[config.mk]
export PLATFORM = sky130hd
export DESIGN_NAME = rf_nibble_stream_ctrl_flat
export DESIGN_NICKNAME = d
export VERILOG_FILES = /design/src/rtl/rf_nibble_stream_ctrl_if.sv /design/src/rtl/rf_nibble_stream_ctrl.sv /design/src/flat_wrapper.sv
export SDC_FILE = /design/constraint.sdc
export NUM_CORES = 1
export LEC_CHECK = 0
export ABC_AREA = 1
export BUFFER_PORTS_ARGS = -buffer_cell sky130_fd_sc_hd__clkbuf_2
export CAP_MARGIN = 10
export CORE_MARGIN = 5
export CORE_UTILIZATION = 49
export CTS_CLUSTER_SIZE = 8
export DETAILED_ROUTE_END_ITERATION = 7
export PLACE_DENSITY = 0.86
export SETUP_SLACK_MARGIN = 0.5
export SYNTH_ARGS = -nofsm -noshare
export SYNTH_HDL_FRONTEND = slang
export SYNTH_SLANG_ARGS = --single-unit
[constraint.sdc]
create_clock -name clk -period 3 [get_ports clk]
set_input_delay 0.6 -clock clk [delete_from_list [all_inputs] [get_ports clk]]
set_output_delay 0.6 -clock clk [all_outputs]
set_load 0.01 [all_outputs]
[src/rtl/rf_nibble_stream_ctrl_if.sv]
// ---------------------------------------------------------------------------
// rf_nibble_stream_ctrl_if
// Purpose : groups the requester, mux and nibble-output signals of the
//           nibble stream controller into one bundle.
// Signals :
//   req0_*/req1_*  valid/word/cnt from each requester, ready back to it
//   mux_D/mux_sel  latched word and nibble select driven to the 8-way mux
//   mux_Y          nibble returned by the mux (combinational)
//   out_*          nibble stream to the consumer (valid/ready, last, id)
//   busy           controller is streaming a word
// Modports:
//   master : requesters, mux and consumer side (the environment)
//   slave  : the controller itself
// ---------------------------------------------------------------------------
interface rf_nibble_stream_ctrl_if #(
  parameter int DW = 32,
  parameter int SW = 3
);
  logic          req0_valid;
  logic [DW-1:0] req0_word;
  logic [SW-1:0] req0_cnt;
  logic          req0_ready;

  logic          req1_valid;
  logic [DW-1:0] req1_word;
  logic [SW-1:0] req1_cnt;
  logic          req1_ready;

  logic [DW-1:0] mux_D;
  logic [SW-1:0] mux_sel;
  logic [3:0]    mux_Y;

  logic          out_valid;
  logic [3:0]    out_nib;
  logic          out_last;
  logic          out_id;
  logic          out_ready;
  logic          busy;

  modport master (
    output req0_valid, req0_word, req0_cnt,
    output req1_valid, req1_word, req1_cnt,
    output mux_Y, out_ready,
    input  req0_ready, req1_ready,
    input  mux_D, mux_sel,
    input  out_valid, out_nib, out_last, out_id, busy
  );

  modport slave (
    input  req0_valid, req0_word, req0_cnt,
    input  req1_valid, req1_word, req1_cnt,
    input  mux_Y, out_ready,
    output req0_ready, req1_ready,
    output mux_D, mux_sel,
    output out_valid, out_nib, out_last, out_id, busy
  );
endinterface

[src/rtl/rf_nibble_stream_ctrl.sv]
// ---------------------------------------------------------------------------
// rf_nibble_stream_ctrl
// Purpose : shares one 8-way nibble read mux between two requesters.
//           A granted 32-bit word is latched onto mux_D and mux_sel is
//           stepped from 0 up to the requested count, streaming nibbles
//           LSB-first to the consumer under valid/ready flow control.
//           Arbitration between the two requesters is round-robin.
// Ports   :
//   clk    rising-edge clock
//   rst_n  synchronous active-low reset
//   bus    rf_nibble_stream_ctrl_if.slave (requesters, mux, output stream)
// ---------------------------------------------------------------------------
module rf_nibble_stream_ctrl #(
  parameter int DW = 32,
  parameter int SW = 3
) (
  input  logic                    clk,
  input  logic                    rst_n,
  rf_nibble_stream_ctrl_if.slave  bus
);

  typedef enum logic {
    IDLE   = 1'b0,
    STREAM = 1'b1
  } state_t;

  // Registered state
  state_t        state_reg;
  logic [DW-1:0] mux_d_reg;
  logic [SW-1:0] mux_sel_reg;
  logic [SW-1:0] cnt_reg;
  logic          out_id_reg;
  logic          last_grant_reg;

  // Requester views as arrays so both sides share one grant path
  logic [1:0]    req_valid;
  logic [1:0]    req_ready;
  logic [DW-1:0] req_word [2];
  logic [SW-1:0] req_cnt  [2];

  assign req_valid   = {bus.req1_valid, bus.req0_valid};
  assign req_word[0] = bus.req0_word;
  assign req_word[1] = bus.req1_word;
  assign req_cnt[0]  = bus.req0_cnt;
  assign req_cnt[1]  = bus.req1_cnt;

  // Grant decode: only meaningful in IDLE. With both requesting, the one
  // that did not win last time goes; last_grant resets to 1 so req0 wins
  // the first contested grant.
  logic grant_valid;
  logic grant_id;
  logic is_last;

  always_comb begin
    grant_valid = 1'b0;
    grant_id    = 1'b0;
    if (state_reg == IDLE) begin
      grant_valid = |req_valid;
      if (&req_valid) begin
        grant_id = ~last_grant_reg;
      end else begin
        grant_id = req_valid[1];
      end
    end
  end

  genvar gi;
  generate
    for (gi = 0; gi < 2; gi++) begin : g_ready
      assign req_ready[gi] = grant_valid && (grant_id == 1'(gi));
    end
  endgenerate

  // mux_sel never passes cnt_reg, so the select never wraps.
  assign is_last = (mux_sel_reg == cnt_reg);

  always_ff @(posedge clk) begin
    if (!rst_n) begin
      state_reg      <= IDLE;
      mux_d_reg      <= '0;
      mux_sel_reg    <= '0;
      cnt_reg        <= '0;
      out_id_reg     <= 1'b0;
      last_grant_reg <= 1'b1;
    end else begin
      case (state_reg)
        IDLE: begin
          if (grant_valid) begin
            mux_d_reg      <= req_word[grant_id];
            cnt_reg        <= req_cnt[grant_id];
            out_id_reg     <= grant_id;
            last_grant_reg <= grant_id;
            mux_sel_reg    <= '0;
            state_reg      <= STREAM;
          end
        end
        STREAM: begin
          if (bus.out_ready) begin
            if (is_last) begin
              // mux_D is left holding the finished word
              mux_sel_reg <= '0;
              state_reg   <= IDLE;
            end else begin
              mux_sel_reg <= mux_sel_reg + SW'(1);
            end
          end
        end
        default: begin
          state_reg <= IDLE;
        end
      endcase
    end
  end

  // Outputs
  assign bus.req0_ready = req_ready[0];
  assign bus.req1_ready = req_ready[1];
  assign bus.mux_D      = mux_d_reg;
  assign bus.mux_sel    = mux_sel_reg;
  assign bus.out_valid  = (state_reg == STREAM);
  assign bus.busy       = (state_reg == STREAM);
  assign bus.out_nib    = bus.mux_Y;
  assign bus.out_last   = (state_reg == STREAM) && is_last;
  assign bus.out_id     = out_id_reg;

endmodule

[src/flat_wrapper.sv]
// flat-port wrapper written by rule: the top's interface ports become plain ports
module rf_nibble_stream_ctrl_flat 
#(
  parameter int DW = 32,
  parameter int SW = 3
)
  (clk, rst_n, bus_req0_valid, bus_req0_word, bus_req0_cnt, bus_req1_valid, bus_req1_word, bus_req1_cnt, bus_mux_Y, bus_out_ready, bus_req0_ready, bus_req1_ready, bus_mux_D, bus_mux_sel, bus_out_valid, bus_out_nib, bus_out_last, bus_out_id, bus_busy);
  rf_nibble_stream_ctrl_if #(.DW(DW), .SW(SW)) bus_i ();
  input  logic clk;
  input  logic rst_n;
  input wire logic [$bits(bus_i.req0_valid)-1:0] bus_req0_valid;
  input wire logic [$bits(bus_i.req0_word)-1:0] bus_req0_word;
  input wire logic [$bits(bus_i.req0_cnt)-1:0] bus_req0_cnt;
  input wire logic [$bits(bus_i.req1_valid)-1:0] bus_req1_valid;
  input wire logic [$bits(bus_i.req1_word)-1:0] bus_req1_word;
  input wire logic [$bits(bus_i.req1_cnt)-1:0] bus_req1_cnt;
  input wire logic [$bits(bus_i.mux_Y)-1:0] bus_mux_Y;
  input wire logic [$bits(bus_i.out_ready)-1:0] bus_out_ready;
  output wire logic [$bits(bus_i.req0_ready)-1:0] bus_req0_ready;
  output wire logic [$bits(bus_i.req1_ready)-1:0] bus_req1_ready;
  output wire logic [$bits(bus_i.mux_D)-1:0] bus_mux_D;
  output wire logic [$bits(bus_i.mux_sel)-1:0] bus_mux_sel;
  output wire logic [$bits(bus_i.out_valid)-1:0] bus_out_valid;
  output wire logic [$bits(bus_i.out_nib)-1:0] bus_out_nib;
  output wire logic [$bits(bus_i.out_last)-1:0] bus_out_last;
  output wire logic [$bits(bus_i.out_id)-1:0] bus_out_id;
  output wire logic [$bits(bus_i.busy)-1:0] bus_busy;
  assign bus_i.req0_valid = bus_req0_valid;
  assign bus_i.req0_word = bus_req0_word;
  assign bus_i.req0_cnt = bus_req0_cnt;
  assign bus_i.req1_valid = bus_req1_valid;
  assign bus_i.req1_word = bus_req1_word;
  assign bus_i.req1_cnt = bus_req1_cnt;
  assign bus_i.mux_Y = bus_mux_Y;
  assign bus_i.out_ready = bus_out_ready;
  assign bus_req0_ready = bus_i.req0_ready;
  assign bus_req1_ready = bus_i.req1_ready;
  assign bus_mux_D = bus_i.mux_D;
  assign bus_mux_sel = bus_i.mux_sel;
  assign bus_out_valid = bus_i.out_valid;
  assign bus_out_nib = bus_i.out_nib;
  assign bus_out_last = bus_i.out_last;
  assign bus_out_id = bus_i.out_id;
  assign bus_busy = bus_i.busy;
  rf_nibble_stream_ctrl #(.DW(DW), .SW(SW)) u_core (.clk(clk), .rst_n(rst_n), .bus(bus_i));
endmodule
==> impl.org <==
** Timing
- The max-slew violation count came to 0.
- Minimum clock period after layout :: approximately 2200 ps
- Setup repair after global routing missed its margin :: no
- Across all hold checks on the routed design, the worst slack comes to approximately 460 ps.
- For this run, the top clock speed supported by timing is 0.449 GHz.
- The worst pin sits at a relative slew slack of 0.606.
- Transition at the pin with the smallest max-transition slack :: 589 ps
- Worst clock skew on the final layout :: 3.48 ps
- Setup violations remaining at the end of the flow were counted as 0.
- The final number of hold-violating endpoints is 0.
- Crit share post-route :: 0.742
- Setup TNS :: 0 ps

** Clock tree
- TritonCTS built the clock tree.
- TritonCTS buffer count :: 5
- Post-CTS timing repair inserted 0 buffers for setup.
- No sink is reached through more buffers than the 2 on the longest clock path.
- Clock transition at the register clock pins on the worst setup and hold paths after CTS :: 70 ps
- CTS saw 41 sinks.
- Once the clock tree was built, the resizer swapped 0 gates to a different size.
- Later-pin clock latency in the skew report :: 280 ps
- The H-tree was split into 2 levels.
- CTS placed an instance of sky130_fd_sc_hd__clkbuf_8 at the clock tree root.
- The number of hold buffers added after CTS was 0.

** Floorplanning
- In this run the horizontal extent of the chip is 78.8 um.
- Die Outline Area :: around 6200 sq um
- Number of cell rows :: 25
- The core region is 4660 sq um.
- Number of top-level design ports :: 124
- Measured along the y axis, the die boundary spans 78.8 um.
- Starting density of the core :: 0.498

** Cells and area
- The layout has 471 filler cells.
- Share of post-route cells with drive strength above 1 :: 0.286
- Commonest non-fill, non-tap cell in the layout :: sky130_fd_sc_hd__clkbuf_2
- The register with the most flip-flops in the layout has 32 of them.
- Final-stage net count :: 544
- The count of cells in the finished layout, fillers not included, comes to 519.
- For this run, the share of the core covered by cells in the final layout is 0.626.
- Multi-input gate area :: around 1000 sq um
- Most frequent cells in the layout :: 115 x sky130_fd_sc_hd__clkbuf_2, 89 x sky130_fd_sc_hd__nand2_1, 78 x sky130_fd_sc_hd__inv_1, 41 x sky130_fd_sc_hd__dfxtp_1, 40 x sky130_fd_sc_hd__a21oi_1
- In the final layout, flip-flops and latches occupy 821 sq um.
- Relative to the synthesized area, the layout overhead comes to 25.6%.
- The repair_antennas step left the layout with diodes totalling 0.

** Power and ir drop
- Of the total power, the share spent switching nets is 0.317.
- Cell internal power was estimated by the tool at 897 uW.
- Share of power burned in registers :: 0.473
- Peak supply drop :: 0.237 mV
- For this design the total switching power over the nets is 417 uW.
- Cell Pwr Density :: 450 nW/um^2
- The share of total power dissipated in combinational logic is 0.269.
- The share of total power dissipated in the clock network is 0.258.
- Leak pwr :: around 1.7 nW

** GRT
- Number of global-route vias before repair :: 2533
- Wire length of the first global-routing pass :: 10700 um
- Global routing finished with a remaining overflow of 0.
- Maximum number of pins on one net before global-route repair :: 38
- The number of antenna violations at the first check in global routing came to 0.
- For this run, the total global-route usage over all layers was measured as 0.208.

** Drt
- The detail route stage leaves a number of antenna-violating nets equal to 0.
- Number of design rule violations left after detail routing :: 0
- Dividing the detail-routed via count by the number of cells gives about 5.1.
- For this run, the detailed router's first-pass iteration total came to 4.
- In this run, the number of DRC markers left after iteration 0 of detailed routing was 133.
- Summed over all layers, the routed wires come to 6360 um.
- Detailed routing inserted a total of 2630 vias.
- WL per Instance :: 12.3 um

** Setup path
- Arrival time of data at the critical path endpoint :: 1630 ps
- For the worst setup path, the data required time is 2400 ps.
- Classification of the worst setup path :: reg2out
- For this run, the slowest stage of the critical path takes 340 ps.
- Walking the worst path, the cells encountered are inv_2 > buf_4 > nand3_2 > inv_2 > nor2_1 > clkbuf_2.
- In this run the worst path has a maximum fanout of 22.
- STA classifies the critical path endpoint as an output pin.
- Highest-delay cell along the critical path :: sky130_fd_sc_hd__dfxtp_1
- R2r worst-path depth :: 5
- Critical Path Start :: u_core.bus.busy
- In this design, the critical path's most frequently occurring cell is sky130_fd_sc_hd__inv_2.
- Worst r2r src :: u_core.bus.busy
- Register-to-register path setup slack :: about 1200 ps
- CP Launch Type :: flop

** Synth
- Top cells by area, synth :: sky130_fd_sc_hd__dfxtp_1 35%, sky130_fd_sc_hd__nand2_1 14%, sky130_fd_sc_hd__inv_1 13%
- The synthesized design spends more area on one cell type than any other, namely sky130_fd_sc_hd__dfxtp_1.
- Proportion of netlist area held by the largest area contributor :: 0.353
- Mean Syn Cell Area :: 6.33 sq um
- After synthesis, the netlist uses 18 different library cells.
- After technology mapping, the gate count stands at 367.
- For this run, the register share of the synthesized area comes to 0.353.
- Number of register bits inferred by synthesis :: slightly above 40
- Cell area after technology mapping :: 2320 sq um
- The number of nets in the synthesized netlist is 447.
- Number of warning messages in the yosys log :: 0

** Placed design
- During placement, the flow inserted port buffers numbering 115.
- Once detailed placement completed, the half-perimeter wirelength came to 4700 um.
- Post-placement cell count :: 511
- The congestion estimate from routability-driven global placement came to about 0.84.

** Run status
- The flow ran to the end, and the final reports show no timing, DRC or antenna violations.

** Hold path
- The worst hold path passes through 2 cells.
- Hold path startpoint :: u_core.bus.mux_D[5]
- Class of the most critical hold timing path :: reg2reg

** Run
- Count of max-cap constraint violations :: 0
==> power groups by stage <==
stage	clock (mW)	combinational, mW	sequential (mW)
after floorplan	0	0.214	0.648
after global placement	0	0.345	0.632
after detailed placement	0	0.355	0.633
after CTS	0.344	0.356	0.621
after global routing	0.367	0.401	0.626
final	0.339	0.354	0.621
==> kinds of logic after synthesis <==
kind of cell | count (synthesis) | share of synthesized area
simple gates | 169 | 0.335
compound gates | 42 | 0.0921
buf+inv | 113 | 0.211
xor+xnor | 1 | 0.00377
fa+ha+maj | 1 | 0.00539
flops | 41 | 0.353
==> area by class of cell <==
type | count | share of cell area
clock buffer | 8 | 0.0275
multi-input combinational | 213 | 0.350
timing repair buffer | 121 | 0.213
inverter | 82 | 0.106
tap | 54 | 0.0232
sequential | 41 | 0.281
==> cells in the mapped netlist (all sizes together) <==
cell type,count
a21oi,40
buf,23
clkbuf,8
dfxtp,41
ha,1
inv,82
nand2,90
nand3,38
nand4,35
nor2,6
o21ai,2
xnor2,1
==> worst paths after layout <==
| path | endpoint |
|---|---|
| max | bus_req0_ready |
| max reg2reg | u_core.bus.mux_D[16] |
| min | u_core.bus.mux_D[5] |
| min reg2reg | u_core.bus.mux_D[5] |
==> worst max-delay path: cells and delay by family, from the launching register on <==
kind          cells  cell delay [ps]
flops             1              340
simple gates      2              150
buf+inv           4              840
==> stage by stage <==
step	total power, mW	setup slack, ps	area [sq um]
after floorplan	0.862	1170	2320
after global placement	0.977	949	2840
after detailed placement	0.988	902	2840
after CTS	1.32	793	2920
after global routing	1.39	682	2920
final	1.31	774	2920
==> routing by layer <==
| metal | track usage | vias to the layer above | part of all wire |
|---|---|---|---|
| met2 | 0.378 | 78 | 0.52 |
| met3 | 0.0454 | 7 | 0.066 |
| li1 | - | 1336 | - |
| met5 | 0 | - | 0 |
| met1 | 0.243 | 1209 | 0.40 |
| met4 | 0.0653 | 0 | 0.0099 |
(Power assumes the default switching activity.)
